**config.mk**
```make
export PLATFORM = sky130hd
export DESIGN_NAME = serial_link_xcvr
export DESIGN_NICKNAME = d
export VERILOG_FILES = /design/src/rtl/serial_link_pkg.sv /design/src/rtl/serial_link_xcvr_fifo.sv /design/src/rtl/serial_link_xcvr.sv
export SDC_FILE = /design/constraint.sdc
export NUM_CORES = 1
export LEC_CHECK = 0
export ABC_AREA = 1
export CELL_PAD_IN_SITES_DETAIL_PLACEMENT = 1
export CELL_PAD_IN_SITES_GLOBAL_PLACEMENT = 1
export CORE_AREA = 5 5 101 103
export CTS_CLUSTER_DIAMETER = 100
export DETAILED_ROUTE_END_ITERATION = 10
export DIE_AREA = 0 0 106 108
export HOLD_SLACK_MARGIN = 0.12
export PLACE_DENSITY_LB_ADDON = 0.1
export SLEW_MARGIN = 20
export SYNTH_ARGS = -nofsm -noshare
export SYNTH_HDL_FRONTEND = slang
export SYNTH_SLANG_ARGS = --single-unit
```
**constraint.sdc**
```tcl
create_clock -name clk -period 5.05 [get_ports clk]
set_input_delay 1.01 -clock clk [delete_from_list [all_inputs] [get_ports clk]]
set_output_delay 1.01 -clock clk [all_outputs]
set_load 0.02 [all_outputs]
```
**src/rtl/serial_link_pkg.sv**
```systemverilog
// serial_link_pkg: shared types and helpers for the serial link transceiver
package serial_link_pkg;
  typedef enum logic [2:0] {IDLE, WAIT_PEER, SHIFT, PARITY, GAP} tx_state_t;
  function automatic logic even_parity(input logic [31:0] d);
    return ^d;
  endfunction
  function automatic int cnt_w(input int depth);
    return $clog2(depth) + 1;
  endfunction
endpackage

```
**src/rtl/serial_link_xcvr_fifo.sv**
```systemverilog
// sync_fifo: first-word-fall-through circular buffer for received words
module sync_fifo import serial_link_pkg::*; #(
  parameter int WIDTH = 8,
  parameter int DEPTH = 4
) (
  input  logic                       clk,
  input  logic                       rst,
  input  logic                       i_push,
  input  logic                       i_pop,
  input  logic [WIDTH-1:0]           i_data,
  output logic                       o_full,
  output logic                       o_empty,
  output logic [cnt_w(DEPTH)-1:0]    o_count,
  output logic [WIDTH-1:0]           o_data
);
  localparam int AW = $clog2(DEPTH);
  localparam int CW = cnt_w(DEPTH);
  logic [WIDTH-1:0] r_mem [DEPTH];
  logic [AW-1:0] r_wr, r_rd;
  logic w_push, w_pop;
  assign o_empty = o_count == '0;
  assign o_full  = o_count == CW'(DEPTH);
  assign w_pop   = i_pop & ~o_empty;
  // a pop frees the slot a same-cycle push needs, so full+pop still accepts
  assign w_push  = i_push & (~o_full | w_pop);
  assign o_data  = o_empty ? '0 : r_mem[r_rd];
  always_ff @(posedge clk or posedge rst)
    if (rst) begin
      r_wr    <= '0;
      r_rd    <= '0;
      o_count <= '0;
    end else begin
      r_wr    <= r_wr + AW'(w_push);
      r_rd    <= r_rd + AW'(w_pop);
      o_count <= o_count + CW'(w_push) - CW'(w_pop);
    end
  always_ff @(posedge clk)
    if (w_push) r_mem[r_wr] <= i_data;
endmodule

```
**src/rtl/serial_link_xcvr.sv**
```systemverilog
// serial_link_xcvr: three-wire framed serial transmitter and FIFO-backed receiver
module serial_link_xcvr import serial_link_pkg::*; #(
  parameter int WIDTH     = 8,
  parameter int DEPTH     = 4,
  parameter int CLK_DIV   = 4,
  parameter int PARITY_EN = 0
) (
  input  logic                    clk,
  input  logic                    rst,
  input  logic [WIDTH-1:0]        tx_data,
  input  logic                    tx_valid,
  output logic                    tx_ready,
  output logic [WIDTH-1:0]        rx_data,
  output logic                    rx_valid,
  input  logic                    rx_pop,
  output logic [cnt_w(DEPTH)-1:0] rx_count,
  output logic                    local_ready_out,
  input  logic                    peer_ready_in,
  output logic                    ser_clk_out,
  output logic                    ser_data_out,
  output logic                    ser_frame_out,
  input  logic                    ser_clk_in,
  input  logic                    ser_data_in,
  input  logic                    ser_frame_in,
  output logic                    parity_err,
  output logic                    overflow
);
  localparam int NB = WIDTH + PARITY_EN;
  localparam int DW = $clog2(CLK_DIV);
  localparam int BW = $clog2(WIDTH);
  localparam int RW = $clog2(NB + 1);
  localparam logic [DW-1:0] DIV_LAST = DW'(CLK_DIV - 1);
  localparam logic [DW-1:0] DIV_HALF = DW'(CLK_DIV / 2);
  localparam logic [BW-1:0] BIT_LAST = BW'(WIDTH - 1);
  localparam logic [RW-1:0] RX_FULL  = RW'(NB);
  logic [1:0] r_pr_sync, r_ck_sync, r_dt_sync, r_fr_sync;
  logic r_ck_q, r_fr_q;
  always_ff @(posedge clk or posedge rst)
    if (rst) begin
      r_pr_sync <= '0;
      r_ck_sync <= '0;
      r_dt_sync <= '0;
      r_fr_sync <= '0;
      r_ck_q    <= 1'b0;
      r_fr_q    <= 1'b0;
    end else begin
      r_pr_sync <= {r_pr_sync[0], peer_ready_in};
      r_ck_sync <= {r_ck_sync[0], ser_clk_in};
      r_dt_sync <= {r_dt_sync[0], ser_data_in};
      r_fr_sync <= {r_fr_sync[0], ser_frame_in};
      r_ck_q    <= r_ck_sync[1];
      r_fr_q    <= r_fr_sync[1];
    end
  tx_state_t r_state, w_state;
  logic [WIDTH-1:0] r_shift, w_shift;
  logic [DW-1:0] r_div, w_div;
  logic [BW-1:0] r_bit, w_bit;
  logic r_par, w_par, w_bit_end, w_frame;
  assign w_bit_end = r_div == DIV_LAST;
  assign w_frame   = w_state == SHIFT || w_state == PARITY;
  assign tx_ready  = r_state == IDLE;
  always_comb begin
    w_state = r_state;
    w_shift = r_shift;
    w_par   = r_par;
    w_div   = '0;
    w_bit   = r_bit;
    unique case (r_state)
      IDLE: if (tx_valid) begin
        w_state = WAIT_PEER;
        w_shift = tx_data;
        w_par   = even_parity(32'(tx_data));
      end
      WAIT_PEER: begin
        w_bit = '0;
        if (r_pr_sync[1]) w_state = SHIFT;
      end
      SHIFT: begin
        w_div = w_bit_end ? '0 : r_div + DW'(1);
        if (w_bit_end) begin
          w_shift = r_shift << 1;
          w_bit   = r_bit + BW'(1);
          if (r_bit == BIT_LAST) w_state = PARITY_EN != 0 ? PARITY : GAP;
        end
      end
      default: begin
        w_div = w_bit_end ? '0 : r_div + DW'(1);
        if (w_bit_end) w_state = r_state == PARITY ? GAP : IDLE;
      end
    endcase
  end
  // serial outputs are registered from next-state values so they never glitch
  always_ff @(posedge clk or posedge rst)
    if (rst) begin
      r_state       <= IDLE;
      r_shift       <= '0;
      r_par         <= 1'b0;
      r_div         <= '0;
      r_bit         <= '0;
      ser_frame_out <= 1'b0;
      ser_clk_out   <= 1'b0;
      ser_data_out  <= 1'b0;
    end else begin
      r_state       <= w_state;
      r_shift       <= w_shift;
      r_par         <= w_par;
      r_div         <= w_div;
      r_bit         <= w_bit;
      ser_frame_out <= w_frame;
      ser_clk_out   <= w_frame && w_div >= DIV_HALF;
      ser_data_out  <= w_state == PARITY ? w_par : w_state == SHIFT && w_shift[WIDTH-1];
    end
  logic [NB-1:0] r_rx_sh;
  logic [RW-1:0] r_rx_cnt;
  logic w_rise, w_fall, w_done, w_bad, w_full, w_empty;
  assign w_rise   = r_ck_sync[1] & ~r_ck_q & r_fr_sync[1];
  assign w_fall   = ~r_fr_sync[1] & r_fr_q;
  assign w_done   = r_rx_cnt == RX_FULL;
  assign w_bad    = PARITY_EN != 0 && ^r_rx_sh;
  assign rx_valid = ~w_empty;
  always_ff @(posedge clk or posedge rst)
    if (rst) begin
      r_rx_sh         <= '0;
      r_rx_cnt        <= '0;
      parity_err      <= 1'b0;
      overflow        <= 1'b0;
      local_ready_out <= 1'b1;
    end else begin
      if (w_done || w_fall) r_rx_cnt <= '0;
      else if (w_rise) begin
        r_rx_cnt <= r_rx_cnt + RW'(1);
        r_rx_sh  <= {r_rx_sh[NB-2:0], r_dt_sync[1]};
      end
      parity_err      <= w_done & w_bad;
      overflow        <= w_done & ~w_bad & w_full & ~rx_pop;
      local_ready_out <= ~w_full;
    end
  sync_fifo #(.WIDTH(WIDTH), .DEPTH(DEPTH)) u_fifo (
    .clk     (clk),
    .rst     (rst),
    .i_push  (w_done & ~w_bad),
    .i_pop   (rx_pop),
    .i_data  (r_rx_sh[NB-1 -: WIDTH]),
    .o_full  (w_full),
    .o_empty (w_empty),
    .o_count (rx_count),
    .o_data  (rx_data)
  );
endmodule

```
* Word level (Yosys, flattened, before mapping)
Memory sizes are Yosys's and may differ from the RTL's.
Cells that the tools add are included.
** Cells by class
- $add $sub $neg :: 7
- Order comparisons :: 1
- Eq/ne operators :: 11
- Multiplexer cells :: 22
- Bitwise logic cells :: 14
- Reduce and logical (&&, ||, !) cells :: 14
** Operator list (number)
- $reduce_xor 32->1 :: 1
- $mux 8 :: 3
- $mux 3 :: 7
- $pmux 8 s2 :: 1
- $eq 3x2->1 const B :: 4
- $pmux 3 s3 :: 1
- $mux 4 :: 2
- $and 1x1->1 :: 7
- $eq 3x3->1 const B :: 2
- $logic_not 3->1 :: 2
- $not 1->1 :: 6
- $pmux 3 s2 :: 1
- $reduce_bool 2->1 :: 3
- $mux 1 :: 5
- $add 2x1->2 :: 2
- $add 4x1->4 const B :: 1
- $eq 4x4->1 const B :: 1
- $mux 2 :: 2
- $ne 2x2->1 const B :: 2
- $reduce_and 2->1 :: 2
- $add 3x1->3 :: 1
- $add 3x1->3 const B :: 1
- $eq 3x1->1 const B :: 1
- $reduce_and 3->1 :: 1
- other kinds (8) :: 10
** Word-level totals
- Register bits :: 51
- Memory bits (writable) :: 32
- Input port bits :: 16
- Output and inout bits :: 19
- Logic and storage cells :: 92
- Memories :: 1
** Memory list
- u_fifo.r_mem :: words 4, bits a word 8, read ports 1, clocked after Yosys merged registers in 0, wr ports 1, RTL line serial_link_xcvr_fifo.sv:18 : logic [WIDTH-1:0] r_mem [DEPTH];

* Depth between registers and ports, before layout
- Word-level depth :: 7
- Gate-level depth with buffers :: 10
- Mapped depth without buffers :: 10

* By module
Synthesis repeated with hierarchy kept, for this count alone.
** Second synthesis, totals
- Cells, all modules :: 379
- Area total of the unflattened synthesis :: 3756.1 um2
** Modules (own cells, without submodules)
- serial_link_xcvr :: times used 1, cells each 210, area each 2000.7 um2
- sync_fifo :: times used 1, cells each 169, area each 1755.4 um2

* Worst setup path before layout
No wires, ideal clock.
- Kind :: reg2out
- From :: reg u_fifo.r_rd[0]
- To :: out rx_data[1]
- Data arrival time :: 1.296 ns
- Data required time :: 4.040 ns
- Path slack :: 2.744 ns
- Stages on the path, launching flop included :: 6
- Buffers on the path :: 2
- Cell sequence :: dfrtp_1 > buf_2 > inv_2 > clkbuf_1 > o21ai_0 > a21oi_1
** On the way
- Longest elaborated chain between the ends :: 2
** Ends and longest elaborated chain
- from (decl) :: RTL line serial_link_xcvr_fifo.sv:19 : logic [AW-1:0] r_wr, r_rd;
- from (signal assigned) :: RTL line serial_link_xcvr_fifo.sv:34 : r_rd <= r_rd + AW'(w_pop);
- $mem_v2 4x8
- $mux 8 :: RTL line serial_link_xcvr_fifo.sv:26 : assign o_data = o_empty ? '0 : r_mem[r_rd];
- to (decl) :: RTL line serial_link_xcvr.sv:13 : output logic [WIDTH-1:0] rx_data,
Every way passes these cells.

* Worst setup path in the final report
- From :: reg u_fifo.r_rd[0]
- To :: out rx_data[4]
The elaborated chain is that of the path after synthesis.

==> results.sh <==
export IMPL_status="complete, no violations"
export IMPL_crit_path_start_kind="flop"
export IMPL_finalWirelength_um=7170
export IMPL_grt_pass1_vias=2563
export IMPL_finalSetupTns_ps=0
export IMPL_start_util=0.395
export IMPL_portBuffers=33
export IMPL_cts_repair_resized=0
export IMPL_cts_hold_buf=0
export IMPL_relSlewSlack=0.312
export IMPL_cts_buffers=9
export IMPL_syn_avg_cell_area_um2=10.4
export IMPL_drt_initial_drc_count=47
export IMPL_drive_gt1_frac=0.116
export IMPL_r2r_slack_ps=2690
export IMPL_grt_pass1_wl_um=12400
export IMPL_fp_dieH_um=108
export IMPL_avgViaCountPerCell=4.78
export IMPL_crit_required_ps=4040
export IMPL_h_tree_depth=3
export IMPL_rows=35
export IMPL_finalClockSkew_ps=11.1
export IMPL_fillers=1017
export IMPL_grt_overflow_total=0
export IMPL_synth_area_um2=3590
export IMPL_maxCapViolCount=0
export IMPL_clock_sinks=83
export IMPL_layout_common_cells="nand2_1, dfrtp_1, nor2_1"
export IMPL_mostFrequentLayoutCell="nand2_1"
export IMPL_crit_arrival_ps=2300
export IMPL_power_density_nw_per_um2=531
export IMPL_first_pass_iters=3
export IMPL_hold_ws_ps=351
export IMPL_grt_usage=0.137
export IMPL_post_dp_hpwl_um=5480
export IMPL_synth_seq_area_share=0.623
export IMPL_cts_buffer_depth=2
export IMPL_cts_clk_slew_worst_paths_ps=80
export IMPL_drv_slew=0
export IMPL_ys_seq_elements=83
export IMPL_fin_crit_ps=3310
export IMPL_drc=0
export IMPL_cts_tree="done"
export IMPL_worst_pin_slew_ps=1020
export IMPL_power_mw=2.27
export IMPL_num_antenna_cells=0
export IMPL_synth_nets=372
export IMPL_ir_drop_v=0.000209
export IMPL_min_path_type="flop to flop"
export IMPL_ys_warn_count=0
export IMPL_syn_inst=346
export IMPL_fin_crit_sh=0.655
export IMPL_fmaxAchievable_mhz=302
export IMPL_fin_nets=410
export IMPL_postCtsSetupRepairBufs=0
export IMPL_wl_per_cell_um=14.3
export IMPL_grt_max_degree=52
export IMPL_synthToLayoutAreaGrowth_pct=18.9
export IMPL_gp_congestion=0.852
export IMPL_ys_types=35
export IMPL_setup_viol=0
export IMPL_cts_root_buffer="clkbuf_8"
export IMPL_critPathKind="flop to output port"
export IMPL_fp_dieW_um=106
export IMPL_crit_fanout=18
export IMPL_end_kind="output port"
export IMPL_insertion_delay_ps=340
export IMPL_core_area_um2=9110
export IMPL_postRouteAntennaNets=0
export IMPL_rsz0062_at_grt="no"
export IMPL_via_count=2390
export IMPL_io_pins=35
export IMPL_die_area_um2=11400
export IMPL_hold_violations=0
export IMPL_antenna_found_initial=0
export IMPL_p_leak_nw=1.90
[registers in the layout, summed over array words and instances (netlist names), 3 cells and up]
register        cells
r_bit               3
r_rx_cnt            4
r_rx_sh             8
r_shift             8
r_state             3
u_fifo.o_count      3
u_fifo.r_mem       32
[where the power goes]
group	switching, mW	internal, mW
sequential	0.120	0.828
combinational	0.449	0.326
clock	0.237	0.311
[cell usage after synthesis, drive strengths merged]
master  number  area share
or2          1      0.0017
fa           1      0.0056
nand4        2      0.0035
a21oi       13       0.018
nand2       58       0.064
nor2        54       0.066
inv         48       0.050
o221ai       3      0.0073
dfstp        1      0.0073
clkbuf       1      0.0010
buf          6      0.0091
o211ai       4      0.0084
o22ai        1      0.0017
edfxtp      32        0.27
nand3       18       0.036
xor2         4      0.0097
nand3b       1      0.0021
ha           9       0.031
dfrtp       50        0.35
mux2i        1      0.0028
o21ai       27       0.039
nor3         6      0.0097
xnor2        4      0.0097
conb         1      0.0010
[critical path, stage by stage, from the launching register on]
cell	delay (ps)
dfrtp_1	710
inv_2	240
o21ai_0	330
a21oi_1	100
clkdlybuf4s50_1	570
[worst paths after layout]
path / from / to / cells after the start
min in group asynchronous: rst / r_ck_sync[0] / 3
worst max-delay path: u_fifo.r_rd[0] / rx_data[4] / 4
max in group asynchronous: rst / ser_data_out / 3
worst min-delay path: r_ck_sync[0] / r_ck_sync[1] / 0
worst max register to register: u_fifo.o_count[1] / u_fifo.o_count[2] / 7
worst min register to register: r_ck_sync[0] / r_ck_sync[1] / 0
[metrics by stage]
stage	std cells	utilization	worst slack (ps)	cell area, µm²
after floorplan	346	-	2740	3590
final	500	0.469	1740	4270
after global routing	500	0.469	1600	4270
after CTS	500	0.469	1740	4270
after detailed placement	484	0.443	1970	4030
after global placement	484	0.443	2140	4030
[area by class of cell]
type / instances / area, µm² / share of cell area
Sequential cell: 83 / 2240 / 0.524
Multi-Input combinational cell: 208 / 1140 / 0.268
Timing Repair Buffer: 34 / 338 / 0.0790
Inverter: 48 / 180 / 0.0422
Clock buffer: 11 / 153 / 0.0357
Tap cell: 111 / 139 / 0.0325
Clock inverter: 5 / 82.6 / 0.0193
[kinds of logic after synthesis]
logic type | after synthesis | share of synthesized area
simple gates | 140 | 0.182
other cells | 1 | 0.00104
mux | 1 | 0.00279
compound gates | 48 | 0.0742
xor+xnor | 8 | 0.0195
buf+inv | 55 | 0.0602
flops | 83 | 0.623
fa+ha+maj | 10 | 0.0369
[layer usage]
metal	routed length [µm]	track usage	share of wire
met1	3320	0.170	0.46
met3	243	0.0304	0.034
met2	3510	0.234	0.49
met5	0	0	0
met4	90	0.0537	0.013
No activity file was read; power rests on OpenSTA's default activity.
